<file path="config.mk">
export PLATFORM = sky130hd
export DESIGN_NAME = glb_2_lb_dma_flat
export DESIGN_NICKNAME = d
export VERILOG_FILES = /design/src/rtl/glb2lb_pkg.sv /design/src/rtl/glb_2_lb_dma_if.sv /design/src/rtl/glb2lb_lat_pipe.sv /design/src/rtl/glb_2_lb_dma.sv /design/src/flat_wrapper.sv
export SDC_FILE = /design/constraint.sdc
export NUM_CORES = 1
export LEC_CHECK = 0
export CORE_AREA = 2 2 147 134
export DETAILED_ROUTE_END_ITERATION = 10
export DIE_AREA = 0 0 149 136
export PLACE_DENSITY = 0.87
export SYNTH_ARGS = -nofsm -noshare
export SYNTH_HDL_FRONTEND = slang
export SYNTH_HIERARCHICAL = 1
export SYNTH_SLANG_ARGS = --single-unit
</file>
<file path="constraint.sdc">
create_clock -name clock -period 6.6 [get_ports clock]
set_input_delay 0.66 -clock clock [delete_from_list [all_inputs] [get_ports clock]]
set_output_delay 0.66 -clock clock [all_outputs]
set_load 0.1 [all_outputs]
</file>
<file path="src/rtl/glb2lb_pkg.sv">
// Shared types for the GLB -> LB tile mover: one-hot FSM encoding and
// the width rule for the element counters.
package glb2lb_pkg;

    typedef enum logic [3:0] {
        IDLE  = 4'b0001,
        ISSUE = 4'b0010,
        DRAIN = 4'b0100,
        DONE  = 4'b1000
    } state_e;

    // Wide enough for (63+6)*(63+6) padded elements without overflow.
    function automatic int cnt_wid(input int dim_wid);
        return 2 * dim_wid + 2;
    endfunction

endpackage

</file>
<file path="src/rtl/glb_2_lb_dma_if.sv">
// Control, GLB read-port and LB write-port signals of the tile mover.
// master = the DMA engine, slave = scheduler plus SRAM side.
interface glb_2_lb_dma_if #(
    parameter int RD_ADDR_WID = 16,
    parameter int WR_ADDR_WID = 10,
    parameter int DATA_WID    = 128,
    parameter int DIM_WID     = 6
);
    logic                   start;
    logic                   abort;
    logic                   busy;
    logic                   done;
    logic                   aborted;
    logic [RD_ADDR_WID-1:0] src_base;
    logic [RD_ADDR_WID-1:0] src_stride;
    logic [WR_ADDR_WID-1:0] dst_base;
    logic [DIM_WID-1:0]     length;
    logic [DIM_WID-1:0]     height;
    logic [1:0]             pad;
    logic                   rd_en;
    logic [RD_ADDR_WID-1:0] rd_addr;
    logic [DATA_WID-1:0]    rd_data;
    logic                   wr_en;
    logic [WR_ADDR_WID-1:0] wr_addr;
    logic [DATA_WID-1:0]    wr_data;

    modport master (
        input  start, abort, src_base, src_stride, dst_base, length, height, pad, rd_data,
        output busy, done, aborted, rd_en, rd_addr, wr_en, wr_addr, wr_data
    );

    modport slave (
        output start, abort, src_base, src_stride, dst_base, length, height, pad, rd_data,
        input  busy, done, aborted, rd_en, rd_addr, wr_en, wr_addr, wr_data
    );

endinterface

</file>
<file path="src/rtl/glb2lb_lat_pipe.sv">
// Delay line matching the GLB read latency; each stage carries
// {valid, is_pad, wr_addr} for one issued element.
module glb2lb_lat_pipe #(
    parameter int DEPTH    = 2,
    parameter int ADDR_WID = 10
) (
    input  logic                clock,
    input  logic                rst_n,
    input  logic                in_valid,
    input  logic                in_pad,
    input  logic [ADDR_WID-1:0] in_addr,
    output logic                out_valid,
    output logic                out_pad,
    output logic [ADDR_WID-1:0] out_addr
);
    localparam int SW = ADDR_WID + 2;

    logic [SW-1:0] stage_reg  [DEPTH];
    logic [SW-1:0] stage_next [DEPTH];

    genvar gi;
    generate
        for (gi = 0; gi < DEPTH; gi++) begin : g_stage
            if (gi == 0) begin : g_head
                assign stage_next[gi] = {in_valid, in_pad, in_addr};
            end else begin : g_link
                assign stage_next[gi] = stage_reg[gi-1];
            end
        end
    endgenerate

    always_ff @(posedge clock) begin
        if (!rst_n) begin
            for (int i = 0; i < DEPTH; i++) stage_reg[i] <= '0;
        end else begin
            for (int i = 0; i < DEPTH; i++) stage_reg[i] <= stage_next[i];
        end
    end

    assign {out_valid, out_pad, out_addr} = stage_reg[DEPTH-1];

endmodule

</file>
<file path="src/rtl/glb_2_lb_dma.sv">
// 2-D tile mover GLB -> LB: strided reads, dense row-major writes.
// Optional zero border enabled by defining GLB2LB_PAD_EN.
module glb_2_lb_dma
    import glb2lb_pkg::*;
#(
    parameter int RD_ADDR_WID = 16,
    parameter int WR_ADDR_WID = 10,
    parameter int DATA_WID    = 128,
    parameter int DIM_WID     = 6,
    parameter int RD_LAT      = 2
) (
    input logic            clock,
    input logic            rst_n,
    glb_2_lb_dma_if.master bus
);
    localparam int CNT_WID = cnt_wid(DIM_WID);
    localparam int EXT_WID = DIM_WID + 1;
    localparam int DRN_WID = (RD_LAT > 1) ? $clog2(RD_LAT) : 1;

    state_e                 state_reg, state_next;
    logic [1:0]             pad_in, pad_reg;
    logic [DIM_WID-1:0]     len_reg, hgt_reg;
    logic [EXT_WID-1:0]     cols_in, rows_in, cols_reg, col_reg, row_reg;
    logic [RD_ADDR_WID-1:0] stride_reg, row_addr_reg, origin_in;
    logic [WR_ADDR_WID-1:0] dst_reg, slot_addr, pipe_addr;
    logic [CNT_WID-1:0]     idx_reg, total_reg, total_in;
    logic [DRN_WID-1:0]     drain_reg;
    logic                   aborted_reg;
    logic                   is_border, last_col, last_elem, empty_in, issue;
    logic                   pipe_valid, pipe_pad;

`ifdef GLB2LB_PAD_EN
    assign pad_in = bus.pad;
`else
    logic pad_unused;
    assign pad_in     = 2'd0;
    assign pad_unused = ^bus.pad;
`endif

    assign cols_in   = EXT_WID'(bus.length) + EXT_WID'({pad_in, 1'b0});
    assign rows_in   = EXT_WID'(bus.height) + EXT_WID'({pad_in, 1'b0});
    assign total_in  = CNT_WID'(cols_in) * CNT_WID'(rows_in);
    assign empty_in  = (bus.length == '0) || (bus.height == '0);
    // Bias the origin back by p rows and p columns so interior (p,p) hits src_base.
    assign origin_in = bus.src_base - (bus.src_stride * RD_ADDR_WID'(pad_in))
                       - RD_ADDR_WID'(pad_in);

    assign is_border = (col_reg < EXT_WID'(pad_reg)) || (row_reg < EXT_WID'(pad_reg))
                    || (col_reg >= EXT_WID'(len_reg) + EXT_WID'(pad_reg))
                    || (row_reg >= EXT_WID'(hgt_reg) + EXT_WID'(pad_reg));
    assign last_col  = (col_reg == cols_reg - EXT_WID'(1));
    assign last_elem = (idx_reg == total_reg - CNT_WID'(1));
    assign issue     = (state_reg == ISSUE);

    always_comb begin
        state_next = state_reg;
        case (state_reg)
            IDLE:    if (bus.start) state_next = empty_in ? DONE : ISSUE;
            ISSUE:   if (bus.abort || last_elem) state_next = DRAIN;
            DRAIN:   if (drain_reg == DRN_WID'(RD_LAT - 1)) state_next = DONE;
            DONE:    state_next = IDLE;
            default: state_next = IDLE;
        endcase
    end

    always_ff @(posedge clock) begin
        if (!rst_n) begin
            state_reg    <= IDLE;
            pad_reg      <= '0;
            len_reg      <= '0;
            hgt_reg      <= '0;
            cols_reg     <= '0;
            col_reg      <= '0;
            row_reg      <= '0;
            stride_reg   <= '0;
            row_addr_reg <= '0;
            dst_reg      <= '0;
            idx_reg      <= '0;
            total_reg    <= '0;
            drain_reg    <= '0;
            aborted_reg  <= 1'b0;
        end else begin
            state_reg <= state_next;
            drain_reg <= (state_reg == DRAIN) ? drain_reg + DRN_WID'(1) : '0;
            if (state_reg == IDLE && bus.start) begin
                pad_reg      <= pad_in;
                len_reg      <= bus.length;
                hgt_reg      <= bus.height;
                cols_reg     <= cols_in;
                stride_reg   <= bus.src_stride;
                row_addr_reg <= origin_in;
                dst_reg      <= bus.dst_base;
                total_reg    <= total_in;
                col_reg      <= '0;
                row_reg      <= '0;
                idx_reg      <= '0;
                aborted_reg  <= 1'b0;
            end else if (issue) begin
                idx_reg <= idx_reg + CNT_WID'(1);
                if (last_col) begin
                    col_reg      <= '0;
                    row_reg      <= row_reg + EXT_WID'(1);
                    row_addr_reg <= row_addr_reg + stride_reg;
                end else begin
                    col_reg <= col_reg + EXT_WID'(1);
                end
                if (bus.abort) aborted_reg <= 1'b1;
            end
        end
    end

    assign slot_addr = dst_reg + idx_reg[WR_ADDR_WID-1:0];

    glb2lb_lat_pipe #(
        .DEPTH    (RD_LAT),
        .ADDR_WID (WR_ADDR_WID)
    ) u_lat_pipe (
        .clock     (clock),
        .rst_n     (rst_n),
        .in_valid  (issue),
        .in_pad    (is_border),
        .in_addr   (slot_addr),
        .out_valid (pipe_valid),
        .out_pad   (pipe_pad),
        .out_addr  (pipe_addr)
    );

    assign bus.busy    = (state_reg == ISSUE) || (state_reg == DRAIN);
    assign bus.done    = (state_reg == DONE);
    assign bus.aborted = (state_reg == DONE) && aborted_reg;
    assign bus.rd_en   = issue && !is_border;
    assign bus.rd_addr = row_addr_reg + RD_ADDR_WID'(col_reg);
    assign bus.wr_en   = pipe_valid;
    assign bus.wr_addr = pipe_addr;
    assign bus.wr_data = pipe_pad ? '0 : bus.rd_data;

endmodule

</file>
<file path="src/flat_wrapper.sv">
// flat-port wrapper written by rule: the top's interface ports become plain ports
module glb_2_lb_dma_flat import glb2lb_pkg::*;
#(
    parameter int RD_ADDR_WID = 16,
    parameter int WR_ADDR_WID = 10,
    parameter int DATA_WID    = 128,
    parameter int DIM_WID     = 6,
    parameter int RD_LAT      = 2
)
  (clock, rst_n, bus_start, bus_abort, bus_src_base, bus_src_stride, bus_dst_base, bus_length, bus_height, bus_pad, bus_rd_data, bus_busy, bus_done, bus_aborted, bus_rd_en, bus_rd_addr, bus_wr_en, bus_wr_addr, bus_wr_data);
  glb_2_lb_dma_if #(.RD_ADDR_WID(RD_ADDR_WID), .WR_ADDR_WID(WR_ADDR_WID), .DATA_WID(DATA_WID), .DIM_WID(DIM_WID)) bus_i ();
  input logic clock;
  input logic rst_n;
  input wire logic [$bits(bus_i.start)-1:0] bus_start;
  input wire logic [$bits(bus_i.abort)-1:0] bus_abort;
  input wire logic [$bits(bus_i.src_base)-1:0] bus_src_base;
  input wire logic [$bits(bus_i.src_stride)-1:0] bus_src_stride;
  input wire logic [$bits(bus_i.dst_base)-1:0] bus_dst_base;
  input wire logic [$bits(bus_i.length)-1:0] bus_length;
  input wire logic [$bits(bus_i.height)-1:0] bus_height;
  input wire logic [$bits(bus_i.pad)-1:0] bus_pad;
  input wire logic [$bits(bus_i.rd_data)-1:0] bus_rd_data;
  output wire logic [$bits(bus_i.busy)-1:0] bus_busy;
  output wire logic [$bits(bus_i.done)-1:0] bus_done;
  output wire logic [$bits(bus_i.aborted)-1:0] bus_aborted;
  output wire logic [$bits(bus_i.rd_en)-1:0] bus_rd_en;
  output wire logic [$bits(bus_i.rd_addr)-1:0] bus_rd_addr;
  output wire logic [$bits(bus_i.wr_en)-1:0] bus_wr_en;
  output wire logic [$bits(bus_i.wr_addr)-1:0] bus_wr_addr;
  output wire logic [$bits(bus_i.wr_data)-1:0] bus_wr_data;
  assign bus_i.start = bus_start;
  assign bus_i.abort = bus_abort;
  assign bus_i.src_base = bus_src_base;
  assign bus_i.src_stride = bus_src_stride;
  assign bus_i.dst_base = bus_dst_base;
  assign bus_i.length = bus_length;
  assign bus_i.height = bus_height;
  assign bus_i.pad = bus_pad;
  assign bus_i.rd_data = bus_rd_data;
  assign bus_busy = bus_i.busy;
  assign bus_done = bus_i.done;
  assign bus_aborted = bus_i.aborted;
  assign bus_rd_en = bus_i.rd_en;
  assign bus_rd_addr = bus_i.rd_addr;
  assign bus_wr_en = bus_i.wr_en;
  assign bus_wr_addr = bus_i.wr_addr;
  assign bus_wr_data = bus_i.wr_data;
  glb_2_lb_dma #(.RD_ADDR_WID(RD_ADDR_WID), .WR_ADDR_WID(WR_ADDR_WID), .DATA_WID(DATA_WID), .DIM_WID(DIM_WID), .RD_LAT(RD_LAT)) u_core (.clock(clock), .rst_n(rst_n), .bus(bus_i));
endmodule
</file>
==> qor.json <==
{
  "outcome": {"value": "finished, final reports clean"},
  "yosys.cell_count.top_type": {"value": "nand2_1"},
  "grt_setup_unrepaired": {"value": "false"},
  "leakage": {"value": 5.475, "unit": "nW"},
  "clock-root-buffer": {"value": "clkbuf_16"},
  "postLayoutCellArea": {"value": 13160, "unit": "µm²"},
  "sum_of_routed_wire_length_over_all_layers": {"value": 35250, "unit": "µm"},
  "worst_path_largest_cell_delay": {"value": 1.18, "unit": "ns"},
  "synth_flop_cell": {"value": "dfxtp_1"},
  "synth.area.top_cells": {"value": "dfxtp_1, ha_1, nor2b_1"},
  "grtUsageTotal": {"value": 0.3365},
  "start_kind": {"value": "flop"},
  "internal_power": {"value": 1.742, "unit": "mW"},
  "post-cts-setup-buffers": {"value": 0},
  "ratio_of_total_power_to_cell_area": {"value": 242.6, "unit": "nW/µm²"},
  "post_route_cells_drive_above_1_share": {"value": 0.05267},
  "net-switching-power": {"value": 1.451, "unit": "mW"},
  "drt_iter0_drc": {"value": 763},
  "dieWidth": {"value": 149, "unit": "µm"},
  "power.switching_fraction": {"value": 0.4545},
  "setup-violations-final": {"value": 0},
  "finalHoldViolations": {"value": 0},
  "synthDistinctLibCells": {"value": 61},
  "antenna_found_initial": {"value": 4},
  "finalWorstSetupSlack": {"value": 1.507, "unit": "ns"},
  "max_slew_margin": {"value": 0.1850},
  "wl_per_cell": {"value": 20.77, "unit": "µm"},
  "place_worst_setup_slack": {"value": 1.953, "unit": "ns"},
  "postCtsResizedCells": {"value": 0},
  "postCtsHoldBufs": {"value": 0},
  "worst-setup-path-type": {"value": "flop to primary output"},
  "grt_overflow": {"value": 0},
  "grt_pass1_vias": {"value": 8677},
  "ctsHtreeMaxLevel": {"value": 4},
  "cts_max_path_buffers": {"value": 2},
  "post_drt_antenna_nets": {"value": 0},
  "reg2reg_to": {"value": "u_core/row_addr_reg[14]$_SDFFE_PN0P_"},
  "part_of_the_total_power_dissipated_in_sequential_elements": {"value": 0.268},
  "final.setup.tns": {"value": 0, "unit": "ns"},
  "fp.dieH": {"value": 136, "unit": "µm"},
  "seq_area_frac_synth": {"value": 0.2747},
  "worstSkewPairLatency": {"value": 0.43, "unit": "ns"},
  "vias": {"value": 9185},
  "worst_vdd_ir": {"value": 169.9, "unit": "µV"},
  "startpoint": {"value": "u_core/col_reg[0]$_SDFFE_PP0P_"},
  "slowest_stage": {"value": "clkdlybuf4s50_1"},
  "crit_path_end": {"value": "bus_rd_addr[14]"},
  "largest_register_ff_count": {"value": 24},
  "dp_hpwl": {"value": 27730, "unit": "µm"},
  "syn_area_per_cell": {"value": 8.068, "unit": "µm²"},
  "io-pin-count": {"value": 347},
  "flow.area_growth_from_synthesis": {"value": 45.65, "unit": "%"},
  "fin_total_pwr": {"value": 3.193, "unit": "mW"},
  "fp-row-count": {"value": 48},
  "routabilityCongestion": {"value": 0.9423},
  "p_comb_frac": {"value": 0.449},
  "firstDrtPassIters": {"value": 7},
  "worst_hold_class": {"value": "flop to flop"},
  "viasPerCell": {"value": 5.412},
  "initial_standard_cell_utilization_of_the_core": {"value": 0.4792},
  "clock-skew-final": {"value": 0.006374, "unit": "ns"},
  "share_clk_of_total_power": {"value": 0.283},
  "multi_input_area": {"value": 6095, "unit": "µm²"},
  "grt_max_degree": {"value": 102},
  "final-max-slew-violation-count": {"value": 0},
  "critical_path.max_fanout": {"value": 6},
  "min_delay_path_depth": {"value": 1},
  "sequential_cell_area": {"value": 2486, "unit": "µm²"},
  "actual_transition_at_the_worst_max_transition_pin": {"value": 1.219, "unit": "ns"},
  "tritoncts_num_sinks": {"value": 124},
  "dpl_cell_area": {"value": 12580, "unit": "µm²"},
  "synth_nets": {"value": 1396},
  "achievable-frequency": {"value": 196.3, "unit": "MHz"},
  "die_area": {"value": 20260, "unit": "µm²"},
  "grt_first_pass_wirelength": {"value": 50780, "unit": "µm"},
  "yosys_register_bits": {"value": 124},
  "postSynth.asyncResetShare": {"value": 0},
  "synth_area": {"value": 9036, "unit": "µm²"},
  "endpoint_kind": {"value": "primary output"},
  "timing.critical_path.required": {"value": 5.94, "unit": "ns"},
  "crit_arrival": {"value": 4.43, "unit": "ns"},
  "postSynthCellCount": {"value": 1120},
  "fillerInstances": {"value": 1481},
  "cells_along_the_critical_path": {"value": "ha_1 -> inv_1 -> fa_1 -> nor2b_1 -> o21ai_0 -> a21boi_0 -> o21ai_0 -> a21boi_0 -> o21ai_0 -> xnor2_1 -> clkdlybuf4s50_1"},
  "cp_common_cell": {"value": "o21ai_0"},
  "clk_pin_slew_worst_paths": {"value": 0.07, "unit": "ns"},
  "r2r.worst_path.cells": {"value": 10},
  "finish.net_count": {"value": 1706},
  "synth_top_area_frac": {"value": 0.2747},
  "remaining_drc_errors": {"value": 0},
  "period_needed": {"value": 5.093, "unit": "ns"},
  "synth-edff-count": {"value": 0},
  "synth_common_cells": {"value": "nand2_1, nor2b_1, dfxtp_1, ha_1, inv_1"},
  "final_min_period_over_clock_period": {"value": 0.7717},
  "yosys_warnings": {"value": 6},
  "maxCapViolations": {"value": 0},
  "clock_tree_from_tritoncts": {"value": "yes"},
  "synth.largest_area_cell": {"value": "dfxtp_1"},
  "placement.io_buffers": {"value": 344},
  "cts_buffers": {"value": 17},
  "reg2reg_setup_slack": {"value": 3.75, "unit": "ns"},
  "core_region_area": {"value": 18860, "unit": "µm²"},
  "regToRegStartpoint": {"value": "u_core/row_addr_reg[0]$_SDFFE_PN0P_"}
}
==> per-stage QoR <==
step,instances,hold WS (ns),util
floorplan,1120,0.4119,-
global placement,1661,0.4173,0.6673
detailed placement,1661,0.4214,0.6673
CTS,1693,0.4371,0.6974
global route,1696,0.4445,0.6978
finish,1697,0.4367,0.6979
==> final cells by class <==
class                   instances  share of cell area
inverters                      57             0.01626
well taps                     250             0.02377
diodes                          4           0.0007605
clock inverters                15             0.01084
clock buffers                  17             0.03232
multi-input cells             879              0.4631
flip-flops and latches        124              0.1889
repair buffers                351              0.2641
==> power by group through the flow <==
stage          logic (mW)  registers (mW)  clock network, mW
2_1_floorplan        1.03           0.842                  0
3_3_place_gp         1.39           0.866                  0
3_5_place_dp         1.41           0.869                  0
4_1_cts              1.43           0.852              0.912
5_1_grt              1.50           0.861              0.949
6_report             1.43           0.855              0.904
==> layer usage <==
layer | GRT usage | vias to the layer above | share of wire
li1 | - | 4385 | -
met1 | 0.4010 | 4319 | 0.39
met2 | 0.5287 | 404 | 0.46
met3 | 0.1255 | 77 | 0.11
met4 | 0.1794 | 0 | 0.050
met5 | 0 | - | 0
==> worst min-delay path by stage <==
| stage | from | to |
|---|---|---|
| 2_1_floorplan | u_core/u_lat_pipe/stage_reg[0][6]$_SDFF_PN0_ | u_core/u_lat_pipe/stage_reg[0][18]$_SDFF_PN0_ |
| 3_3_place_gp | u_core/u_lat_pipe/stage_reg[0][8]$_SDFF_PN0_ | u_core/u_lat_pipe/stage_reg[0][20]$_SDFF_PN0_ |
| 3_5_place_dp | u_core/u_lat_pipe/stage_reg[0][6]$_SDFF_PN0_ | u_core/u_lat_pipe/stage_reg[0][18]$_SDFF_PN0_ |
| 4_1_cts | u_core/u_lat_pipe/stage_reg[0][7]$_SDFF_PN0_ | u_core/u_lat_pipe/stage_reg[0][19]$_SDFF_PN0_ |
| 5_1_grt | u_core/u_lat_pipe/stage_reg[0][7]$_SDFF_PN0_ | u_core/u_lat_pipe/stage_reg[0][19]$_SDFF_PN0_ |
| 6_report | u_core/u_lat_pipe/stage_reg[0][7]$_SDFF_PN0_ | u_core/u_lat_pipe/stage_reg[0][19]$_SDFF_PN0_ |
==> cells by family (layout without fill, tap and decap cells) <==
kind of cell,count (synthesis),count (layout),synth area share
buffers and inverters,117,440,0.05275
AO/OA/AOI/OAI,190,190,0.1435
XOR/XNOR,80,80,0.07754
AND/OR/NAND/NOR,506,506,0.2963
flip-flops,124,124,0.2747
multiplexers,15,15,0.01675
other,0,4,0
adder cells (fa/ha/maj),88,88,0.1385
==> critical path, delay by kind of cell (launching register included) <==
| family | cells | cell delay (ns) |
|---|---|---|
| xor gates and xnor gates | 1 | 0.25 |
| adders and majority gates | 2 | 0.64 |
| AOI/OAI and AO/OA | 5 | 1.28 |
| buffers and inverters | 2 | 1.25 |
| and+or+nand+nor | 1 | 0.12 |
| DFF | 1 | 0.47 |
==> placed cells by master, fill, tap and decap left out, types with 7 or more instances in the layout <==
cell and n:
clkdlybuf4s50_1 337, nand2_1 145, nor2b_1 134, dfxtp_1 123
ha_1 68, inv_1 57, nor2_1 55, a21boi_0 48
xnor2_1 41, xor2_1 39, a21oi_1 38, and2_1 36
o21ai_0 34, nand3_1 26, fa_1 20, and2_2 18
clkbuf_16 17, and3_1 16, nor3_1 16, mux2i_1 14
buf_4 13, a21o_1 13, nand4_1 12, nor4_1 12
o211a_1 11, or3_1 8, inv_6 7, o21bai_1 7
(Power assumes the default switching activity.)
